==> src/rtl/ex_div_pkg.sv <==
// ex_div_pkg: shared widths, divider FSM states and handshake constants.
package ex_div_pkg;
  localparam int REG_BUS = 32;
  localparam logic [5:0] DIV_ITERS = 6'd32;
  localparam logic DIV_RESULT_READY = 1'b1;
  localparam logic DIV_RESULT_NOT_READY = 1'b0;
  localparam logic DIV_START = 1'b1;
  localparam logic DIV_STOP = 1'b0;
  typedef enum logic [1:0] {
    DIV_FREE   = 2'b00,
    DIV_BYZERO = 2'b01,
    DIV_ON     = 2'b10,
    DIV_END    = 2'b11
  } div_state_e;
endpackage

==> src/rtl/ex_div.sv <==
// ex_div: 32-bit radix-2 restoring divider for the EX stage, signed and unsigned.
// Defining DIV_ZERO_FLAG_EN adds div_zero_o, flagging results produced by a zero divisor.
module ex_div
  import ex_div_pkg::*;
(
  input  logic                 clk,
  input  logic                 rst,
  input  logic                 start_i,
  input  logic                 signed_div_i,
  input  logic [REG_BUS-1:0]   opdata1_i,
  input  logic [REG_BUS-1:0]   opdata2_i,
  input  logic                 annul_i,
  output logic [2*REG_BUS-1:0] result_o,
  output logic                 ready_o,
  output logic                 stall_req_o
`ifdef DIV_ZERO_FLAG_EN
  ,
  output logic                 div_zero_o
`endif
);
  div_state_e state_q, state_d;
  logic [5:0] cnt_q, cnt_d;
  logic [REG_BUS-1:0] rem_q, rem_d, quo_q, quo_d, dvsr_q, dvsr_d;
  logic sgn1_q, sgn1_d, sgn2_q, sgn2_d;
  logic [2*REG_BUS-1:0] result_q, result_d;
  logic ready_q, ready_d;
  logic zero_q, zero_d;
  logic [REG_BUS:0] partial, diff;
  logic [REG_BUS-1:0] quo_fix, rem_fix;

  always_ff @(posedge clk or negedge rst) begin
    if (!rst) begin
      state_q  <= DIV_FREE;
      cnt_q    <= '0;
      rem_q    <= '0;
      quo_q    <= '0;
      dvsr_q   <= '0;
      sgn1_q   <= 1'b0;
      sgn2_q   <= 1'b0;
      result_q <= '0;
      ready_q  <= DIV_RESULT_NOT_READY;
      zero_q   <= 1'b0;
    end else begin
      state_q  <= state_d;
      cnt_q    <= cnt_d;
      rem_q    <= rem_d;
      quo_q    <= quo_d;
      dvsr_q   <= dvsr_d;
      sgn1_q   <= sgn1_d;
      sgn2_q   <= sgn2_d;
      result_q <= result_d;
      ready_q  <= ready_d;
      zero_q   <= zero_d;
    end
  end

  // quo_q doubles as the dividend shift register: its MSB feeds the partial remainder
  always_comb begin
    state_d  = state_q;
    cnt_d    = cnt_q;
    rem_d    = rem_q;
    quo_d    = quo_q;
    dvsr_d   = dvsr_q;
    sgn1_d   = sgn1_q;
    sgn2_d   = sgn2_q;
    result_d = result_q;
    ready_d  = ready_q;
    zero_d   = zero_q;
    partial  = {rem_q, quo_q[REG_BUS-1]};
    diff     = partial - {1'b0, dvsr_q};
    quo_fix  = (sgn1_q ^ sgn2_q) ? -quo_q : quo_q;
    rem_fix  = sgn1_q ? -rem_q : rem_q;
    case (state_q)
      DIV_FREE: begin
        if (start_i == DIV_START && !annul_i) begin
          if (opdata2_i == '0) begin
            state_d = DIV_BYZERO;
          end else begin
            state_d = DIV_ON;
            cnt_d   = '0;
            rem_d   = '0;
            sgn1_d  = signed_div_i & opdata1_i[REG_BUS-1];
            sgn2_d  = signed_div_i & opdata2_i[REG_BUS-1];
            quo_d   = sgn1_d ? -opdata1_i : opdata1_i;
            dvsr_d  = sgn2_d ? -opdata2_i : opdata2_i;
          end
        end
      end
      DIV_BYZERO: begin
        state_d  = annul_i ? DIV_FREE : DIV_END;
        result_d = '0;
        ready_d  = annul_i ? DIV_RESULT_NOT_READY : DIV_RESULT_READY;
        zero_d   = !annul_i;
      end
      DIV_ON: begin
        if (annul_i) begin
          state_d = DIV_FREE;
        end else if (cnt_q != DIV_ITERS) begin
          quo_d = {quo_q[REG_BUS-2:0], ~diff[REG_BUS]};
          rem_d = diff[REG_BUS] ? partial[REG_BUS-1:0] : diff[REG_BUS-1:0];
          cnt_d = cnt_q + 6'd1;
        end else begin
          state_d  = DIV_END;
          result_d = {rem_fix, quo_fix};
          ready_d  = DIV_RESULT_READY;
        end
      end
      DIV_END: begin
        if (start_i == DIV_STOP) begin
          state_d  = DIV_FREE;
          result_d = '0;
          ready_d  = DIV_RESULT_NOT_READY;
          zero_d   = 1'b0;
        end
      end
    endcase
  end

  assign result_o    = result_q;
  assign ready_o     = ready_q;
  assign stall_req_o = start_i && !ready_q && !annul_i;
`ifdef DIV_ZERO_FLAG_EN
  assign div_zero_o  = zero_q & ready_q;
`else
  logic unused_zero;
  assign unused_zero = zero_q;
`endif
endmodule

==> config.mk <==
export PLATFORM = sky130hd
export DESIGN_NAME = ex_div
export DESIGN_NICKNAME = d
export VERILOG_FILES = /design/src/rtl/ex_div_pkg.sv /design/src/rtl/ex_div.sv
export SDC_FILE = /design/constraint.sdc
export NUM_CORES = 1
export LEC_CHECK = 0
export CORE_MARGIN = 5
export CORE_UTILIZATION = 42
export DETAILED_ROUTE_END_ITERATION = 8
export GPL_ROUTABILITY_DRIVEN = 0
export PLACE_DENSITY_LB_ADDON = 0.05
export SLEW_MARGIN = 0
export SYNTH_ARGS = -nofsm -noshare
export SYNTH_HDL_FRONTEND = slang
export SYNTH_SLANG_ARGS = --single-unit
==> constraint.sdc <==
create_clock -name clk -period 3.1 [get_ports clk]
set_clock_uncertainty 0.15 [all_clocks]
set_input_delay 0.465 -clock clk [delete_from_list [all_inputs] [get_ports clk]]
set_output_delay 0.465 -clock clk [all_outputs]
set_load 0.1 [all_outputs]
==> implementation parameters, run 1 <==
Parameter                              Value

Outcome
  Run status    finished, violations left
  Failing checks    setup timing

Layout
  # diodes    0
  Fill cells    2537
  Most frequent cells in the layout    sky130_fd_sc_hd__buf_4 (220), sky130_fd_sc_hd__nand2_1 (216), sky130_fd_sc_hd__dfrtp_1 (169)
  Final cell count without fillers    1983
  Most common library cell in the layout ignoring fill and taps    sky130_fd_sc_hd__buf_4
  Net total in the final layout    1742
  Share of layout cells above drive strength 1    19.67%
  Signed area change from the synthesized netlist to the final layout    30.66%

Drt
  Vias    10470
  Detailed-route vias per instance    5.279
  Routed wire length    32550 um
  DRC violation total after the first TritonRoute iteration    634
  Final routed DRC violation total    0
  Routed length per placed instance    16.41 um
  Drt pass-1 iters    5
  Antenna Nets Post-Route    0

Setup path
  Worst Setup Path Type    reg -> reg
  Data required time at the worst endpoint    3.28 ns
  Depth of the worst register-to-register path    13
  Critical Path AT    3.35 ns
  Category of the worst setup path capture point    register
  Capture instance of the worst register-to-register path    rem_q[1]
  FF-to-FF Start    dvsr_q[0]
  Top fanout value on the critical path    11
  CP startpoint kind    register
  Reg-to-reg slack, setup    -0.07 ns

Floorplanning
  Placement Rows    60
  Die Span X    175.1 um
  Starting utilization of the core area    42.57%
  Die area    30640 sq um
  Core outline area    26880 sq um
  Chip height    175.1 um
  I/O pins    135

Worst hold path
  Endpoint of the worst hold-timing path    result_o[52]
  Startpoint of the tightest hold check path    result_o[52]
  Class of the worst hold path    reg -> reg
  Hold depth    2

Timing
  Total setup violations reported at the end of the flow    26
  Hold Vio Cnt, Final    0
  Final cycle utilization of the critical path    102.3%
  Maximum operating frequency    0.3155 GHz
  Setup repair after global routing missed its margin    yes
  Slew @ Worst Pin    0.6954 ns
  Total negative slack for setup checks    -0.7725 ns
  Worst hold slack    0.3287 ns
  Final critical-path required period    3.170 ns
  Final Slew Violations    0
  Post-layout worst setup margin    -0.07004 ns
  Relative max-transition margin    53.61%

Clock network
  Worst-path clk slew    0.07 ns
  TritonCTS clock tree    done
  Insertion delay of the later-clocked pin in the worst-skew pair    0.44 ns
  Number of sinks handled by clock tree synthesis    171
  Maximum number of buffers from clock root to sink    2
  CTS HTree Levels    4
  Clock buffer count from CTS    17
  Root Driver    sky130_fd_sc_hd__clkbuf_16

Yosys
  Number of warnings issued by yosys    0
  Count of distinct cell types in the synthesized netlist    67
  Area of the mapped netlist    11440 sq um
  Sequential fraction of the synthesis area    37.40%
  FFs w/ async S/R, synth    100.0%
  EDFF count, synth    0
  Syn_nets    1488
  Per-instance average area after synthesis    8.322 sq um
  Most frequently used flop master after synthesis    sky130_fd_sc_hd__dfrtp_1
  Number of standard cells after synthesis    1375
  Flops & latches, synth    171

Placed design
  Cell count after placement    1942
  Estimated wirelength of the detail-placed design    24730 um
  # port buffers    134
  Worst slack at placement    -0.5824 ns

Global routing
  Number of global-route vias before repair    10220
  Largest net degree at the start of global routing    99
  Total gr overflow    0
  GR Util All Layers    21.28%
  First-pass GRT wire length    53390 um
  Number of antenna violations at the first check in global routing    0

Pwr
  Ratio of total power to cell area    967.8 nW/um^2
  Standby leakage power    6.682 nW
  Worst IR drop on VDD    0.7140 mV

Flow run
  Max-Cap Viols    0
-- registers in the layout, indices dropped and copies added, names as in the netlist --
| name | cells |
|---|---|
| result_o | 64 |
| quo_q | 32 |
| sgn1_q | 1 |
| rem_q | 32 |
| state_q | 2 |
| cnt_q | 6 |
| ready_o | 1 |
| dvsr_q | 32 |
| sgn2_q | 1 |
-- area by class of cell --
type / count / area (sq um) / share of cell area [%]
clock buffer: 19 / 432.9 / 2.896
clock inverter: 13 / 133.9 / 0.8955
inverter: 55 / 206.4 / 1.381
multi-input combinational: 1084 / 6923 / 46.31
sequential: 171 / 4282 / 28.64
tap: 341 / 426.7 / 2.854
timing repair buffer: 300 / 2546 / 17.03
-- layer usage --
layer | wire [um] | GRT usage (%) | part of all wire, % | vias to the layer above
met5 | 0 | 0 | 0 | -
met4 | 534 | 4.845 | 1.6 | 0
met3 | 1278 | 3.094 | 3.9 | 29
met2 | 14530 | 34.37 | 45 | 221
met1 | 16210 | 30.41 | 50 | 4860
li1 | - | - | - | 5358
-- power by group --
| group | leakage [nW] | internal, mW | total [mW] | switching, mW |
|---|---|---|---|---|
| Clock | 0.273 | 1.13 | 2.13 | 0.995 |
| Sequential | 2.23 | 3.00 | 3.64 | 0.640 |
| Combinational | 4.17 | 2.89 | 8.71 | 5.82 |
-- what timing repair did --
action | CTS | global route
pin swaps | 13 | 7
buffers inserted | 5 | 3
gates cloned | 1 | 1
endpoints found under the hold margin | 52 | 0
gates resized for setup | 40 | 24
hold buffers | 1 | 0
setup endpoints to repair | 36 | 41
-- synth_stat cells, types with 3 or more instances --
cell | instances | area [sq um]
sky130_fd_sc_hd__o41ai_1 | 5 | 43.79
sky130_fd_sc_hd__or2_2 | 8 | 50.05
sky130_fd_sc_hd__xnor2_1 | 60 | 525.5
sky130_fd_sc_hd__nor3_1 | 23 | 115.1
sky130_fd_sc_hd__a21o_1 | 10 | 75.07
sky130_fd_sc_hd__a211oi_1 | 6 | 45.04
sky130_fd_sc_hd__nand2b_1 | 9 | 56.30
sky130_fd_sc_hd__or3_1 | 18 | 112.6
sky130_fd_sc_hd__buf_1 | 3 | 11.26
sky130_fd_sc_hd__o221ai_1 | 3 | 26.28
sky130_fd_sc_hd__nor2_1 | 93 | 349.1
sky130_fd_sc_hd__clkbuf_1 | 53 | 198.9
sky130_fd_sc_hd__buf_2 | 5 | 25.02
sky130_fd_sc_hd__o211ai_1 | 3 | 22.52
sky130_fd_sc_hd__xor2_1 | 82 | 718.2
sky130_fd_sc_hd__mux2i_1 | 29 | 290.3
sky130_fd_sc_hd__or4_1 | 14 | 105.1
sky130_fd_sc_hd__and2_1 | 6 | 37.54
sky130_fd_sc_hd__nor2b_1 | 6 | 37.54
sky130_fd_sc_hd__o31a_1 | 3 | 26.28
sky130_fd_sc_hd__nor4_1 | 12 | 75.07
sky130_fd_sc_hd__mux2_2 | 4 | 45.04
sky130_fd_sc_hd__o31ai_1 | 57 | 427.9
sky130_fd_sc_hd__dfrtp_1 | 171 | 4279
sky130_fd_sc_hd__o21bai_1 | 4 | 30.03
sky130_fd_sc_hd__nand2_1 | 216 | 810.8
sky130_fd_sc_hd__nor3b_1 | 3 | 22.52
sky130_fd_sc_hd__o21a_1 | 4 | 30.03
sky130_fd_sc_hd__o21ai_0 | 171 | 855.8
sky130_fd_sc_hd__a31oi_1 | 12 | 75.07
sky130_fd_sc_hd__nand4_1 | 5 | 31.28
sky130_fd_sc_hd__nand3_1 | 21 | 105.1
sky130_fd_sc_hd__and3_1 | 12 | 75.07
sky130_fd_sc_hd__ha_1 | 43 | 538.0
sky130_fd_sc_hd__a21oi_1 | 102 | 510.5
sky130_fd_sc_hd__buf_4 | 3 | 22.52
sky130_fd_sc_hd__inv_1 | 54 | 202.7
-- worst max-delay path by stage --
stage	start	to	slack, ns	depth (start not counted)
floorplan	quo_q[31]	rem_q[5]	0.005	13
detailed placement	opdata1_i[8]	quo_q[29]	-0.58	10
CTS	dvsr_q[0]	rem_q[0]	-0.09	13
global route	dvsr_q[0]	rem_q[12]	-0.16	13
global placement	opdata1_i[8]	quo_q[29]	-0.54	10
finish	dvsr_q[0]	rem_q[1]	-0.07	13
-- kinds of logic after synthesis --
group                      synth area share (%)
buffers and inverters                     4.100
AOI/OAI and AO/OA                         21.28
DFF                                       37.40
xor gates and xnor gates                  11.01
and+or+nand+nor                           18.40
muxes                                     2.931
adders and majority gates                 4.877
-- per-stage QoR --
step	utilization, %	instance area [sq um]	power (mW)
after global placement	52.64	14150	12.15
after global routing	55.63	14950	15.55
after floorplan	-	11510	9.671
after detailed placement	52.64	14150	12.26
after CTS	55.24	14850	14.48
final	55.63	14950	14.47
-- critical path: stages (launching register included) --
cell	delay, ns
sky130_fd_sc_hd__dfrtp_2	0.45
sky130_fd_sc_hd__ha_4	0.17
sky130_fd_sc_hd__fa_2	0.33
sky130_fd_sc_hd__nand2b_4	0.17
sky130_fd_sc_hd__a211oi_4	0.22
sky130_fd_sc_hd__o31a_1	0.18
sky130_fd_sc_hd__a21o_1	0.24
sky130_fd_sc_hd__a21oi_4	0.09
sky130_fd_sc_hd__o211a_4	0.27
sky130_fd_sc_hd__xnor2_4	0.14
sky130_fd_sc_hd__buf_4	0.16
sky130_fd_sc_hd__buf_12	0.14
sky130_fd_sc_hd__and2_1	0.16
sky130_fd_sc_hd__o32ai_2	0.19
No activity file was read; power rests on OpenSTA's default activity.
==> run 2, diff against run 1 <==
- SLEW_MARGIN: 0 -> unset
==> results of run 2 <==
No change in the layout: final DEF, timing and power equal those of run 1.
==> run 3, diff against run 2 <==
- PLACE_DENSITY: unset -> 0.7
- PLACE_DENSITY_LB_ADDON: 0.05 -> unset
==> run 3 against run 2 <==
  * The run still ends with setup timing left
  * Clock power is 3% higher
  * Largest cell class unchanged
  * Critical path depth stayed put
  * Worst setup slack worse by 0.024 ns
  * Global-route usage is 0.79 points lower
  * Sequential cell count stayed put
  * Routed wire length is 2.7% lower
  * Clock-buffer cell count is 2 lower
  * Die area stayed put
  * Cell area hardly changed
==> implementation parameters, run 3 (synthesis gave the netlist of run 1 again) <==
Parameter                              Value

Outcome
  Run status    finished, violations left
  Failing checks    setup timing

Flow run
  Max-Cap Viols    0

Setup path
  CP max stage cell    sky130_fd_sc_hd__dfrtp_2
  Category of the worst setup path capture point    register
  CP startpoint kind    register
  Crit path launch    dvsr_q[0]
  Worst Path Buf+Inv    2
  Data required time at the worst endpoint    3.29 ns
  Ordered list of cells on the worst path    ha_4 -> fa_2 -> nand2b_4 -> a211oi_4 -> o31a_1 -> a21o_1 -> a21oi_4 -> o211a_4 -> xnor2_4 -> buf_6 -> buf_12 -> and2_1 -> o32ai_2
  Top fanout value on the critical path    16
  FF-to-FF Start    dvsr_q[0]
  Kind of cell adding the most delay to the critical path    compound AO/OA/AOI/OAI gates
  Worst Setup Path Type    reg -> reg
  Max stage delay on crit path    0.45 ns
  Critical Path AT    3.38 ns

Global routing
  GR Util All Layers    20.49%
  Total gr overflow    0
  Number of global-route vias before repair    10230
  Largest net degree at the start of global routing    85
  First-pass GRT wire length    51930 um
  Number of antenna violations at the first check in global routing    0

Drt
  DRC violation total after the first TritonRoute iteration    768
  Vias    10760
  Detailed-route vias per instance    5.450
  Antenna Nets Post-Route    0
  Routed wire length    31680 um
  Drt pass-1 iters    5
  Final routed DRC violation total    0
  Routed length per placed instance    16.04 um

Floorplanning
  Die Span X    175.1 um
  Chip height    175.1 um
  Die area    30640 sq um
  Placement Rows    60
  I/O pins    135
  Starting utilization of the core area    42.57%
  Core outline area    26880 sq um

Timing
  Hold Vio Cnt, Final    0
  Final critical-path required period    3.194 ns
  Slew @ Worst Pin    0.8358 ns
  Final cycle utilization of the critical path    103.0%
  Setup repair after global routing missed its margin    yes
  Maximum operating frequency    0.3131 GHz
  Post-layout worst setup margin    -0.09403 ns
  Final Slew Violations    0
  Relative max-transition margin    43.76%
  Total setup violations reported at the end of the flow    32

Worst hold path
  Class of the worst hold path    reg -> reg
  Startpoint of the tightest hold check path    result_o[11]

Clock network
  Number of sinks handled by clock tree synthesis    171
  Maximum number of buffers from clock root to sink    2
  CTS HTree Levels    4
  Clock buffer count from CTS    17
  TritonCTS clock tree    done
  Root Driver    sky130_fd_sc_hd__clkbuf_16
  Insertion delay of the later-clocked pin in the worst-skew pair    0.43 ns
  Worst-path clk slew    0.07 ns

Layout
  Final cell count without fillers    1975
  Net total in the final layout    1733
  Share of layout cells above drive strength 1    19.41%
  Max reg flops    64
  Util after Layout    55.65%
  Most common library cell in the layout ignoring fill and taps    sky130_fd_sc_hd__nand2_1
  Signed area change from the synthesized netlist to the final layout    30.71%
  Most frequent cells in the layout    sky130_fd_sc_hd__nand2_1 (216), sky130_fd_sc_hd__buf_4 (208), sky130_fd_sc_hd__dfrtp_1 (169)

Pwr
  Standby leakage power    6.675 nW
  Ratio of total power to cell area    961.6 nW/um^2
  Worst IR drop on VDD    0.5363 mV
  P_int    7.015 mW
  Switching share of power    51.22%
  Psw    7.367 mW
  Overall power    14.38 mW
  Share of total power in the clock network    15.3%
  Reg power frac    25.4%
  Power share of the combinational group    59.3%

Placed design
  # port buffers    134
  Estimated wirelength of the detail-placed design    24180 um
  Cell count after placement    1929
## run 3: area by class of cell
type                       count  area [sq um]
inverter                      55         206.4
multi-input combinational   1084          6939
sequential                   171          4282
tap                          341         426.7
clock inverter                15         177.7
timing repair buffer         291          2496
fill                        2448         11920
antenna                        1         2.502
clock buffer                  17         425.4
## run 3: per-layer routing
| layer | global-route usage (%) | vias to the layer above | wire [um] |
|---|---|---|---|
| met2 | 32.78 | 268 | 14360 |
| li1 | - | 5354 | - |
| met3 | 2.856 | 45 | 1479 |
| met5 | 0 | - | 0 |
| met1 | 28.95 | 5097 | 15110 |
| met4 | 6.285 | 0 | 721 |
## run 3: power by group through the flow
stage          clock network, mW  logic (mW)  registers (mW)
2_1_floorplan                  0        4.20            5.47
3_5_place_dp                   0        8.35            3.67
6_report                    2.20        8.53            3.65
3_3_place_gp                   0        8.20            3.64
5_1_grt                     2.32        9.31            3.76
4_1_cts                     2.24        8.47            3.63
## run 3: final timing paths
check / end / slack [ns] / cells past startpoint
worst max-delay path: rem_q[1] / -0.09 / 13
worst min-delay path: result_o[11] / 0.33 / 2
worst max register to register: rem_q[1] / -0.09 / 13
worst min register to register: result_o[11] / 0.33 / 2
max in group asynchronous: dvsr_q[1] / 1.50 / 3
min in group asynchronous: ready_o / 0.40 / 2
## run 3: stage by stage
| stage | instance area (sq um) | setup slack (ns) | hold WS [ns] | setup TNS [ns] |
|---|---|---|---|---|
| after floorplan | 11510 | 0.005370 | 0.01941 | 0 |
| after detailed placement | 14070 | -0.7068 | 0.3186 | -36.96 |
| after global placement | 14070 | -0.6038 | 0.3128 | -31.16 |
| after global routing | 14950 | -0.1975 | 0.3571 | -5.000 |
| after CTS | 14830 | -0.09717 | 0.3354 | -1.919 |
| final | 14960 | -0.09403 | 0.3290 | -1.898 |
## run 3: tightest hold or removal path, delay by kind of cell (launching register included)
| kind | cells | cell delay, ns |
|---|---|---|
| flops | 1 | 0.34 |
| compound gates | 1 | 0.06 |
| simple gates | 1 | 0.05 |
## run 3: repair_timing
item / 4_1_cts / 5_1_grt
cloned: 1 / 0
endpoints found under the setup margin: 44 / 71
pin swaps: 17 / 7
setup buffers: 7 / 7
endpoints found under the hold margin: 59 / 0
hold buffers: 1 / 0
gates resized for setup: 24 / 34
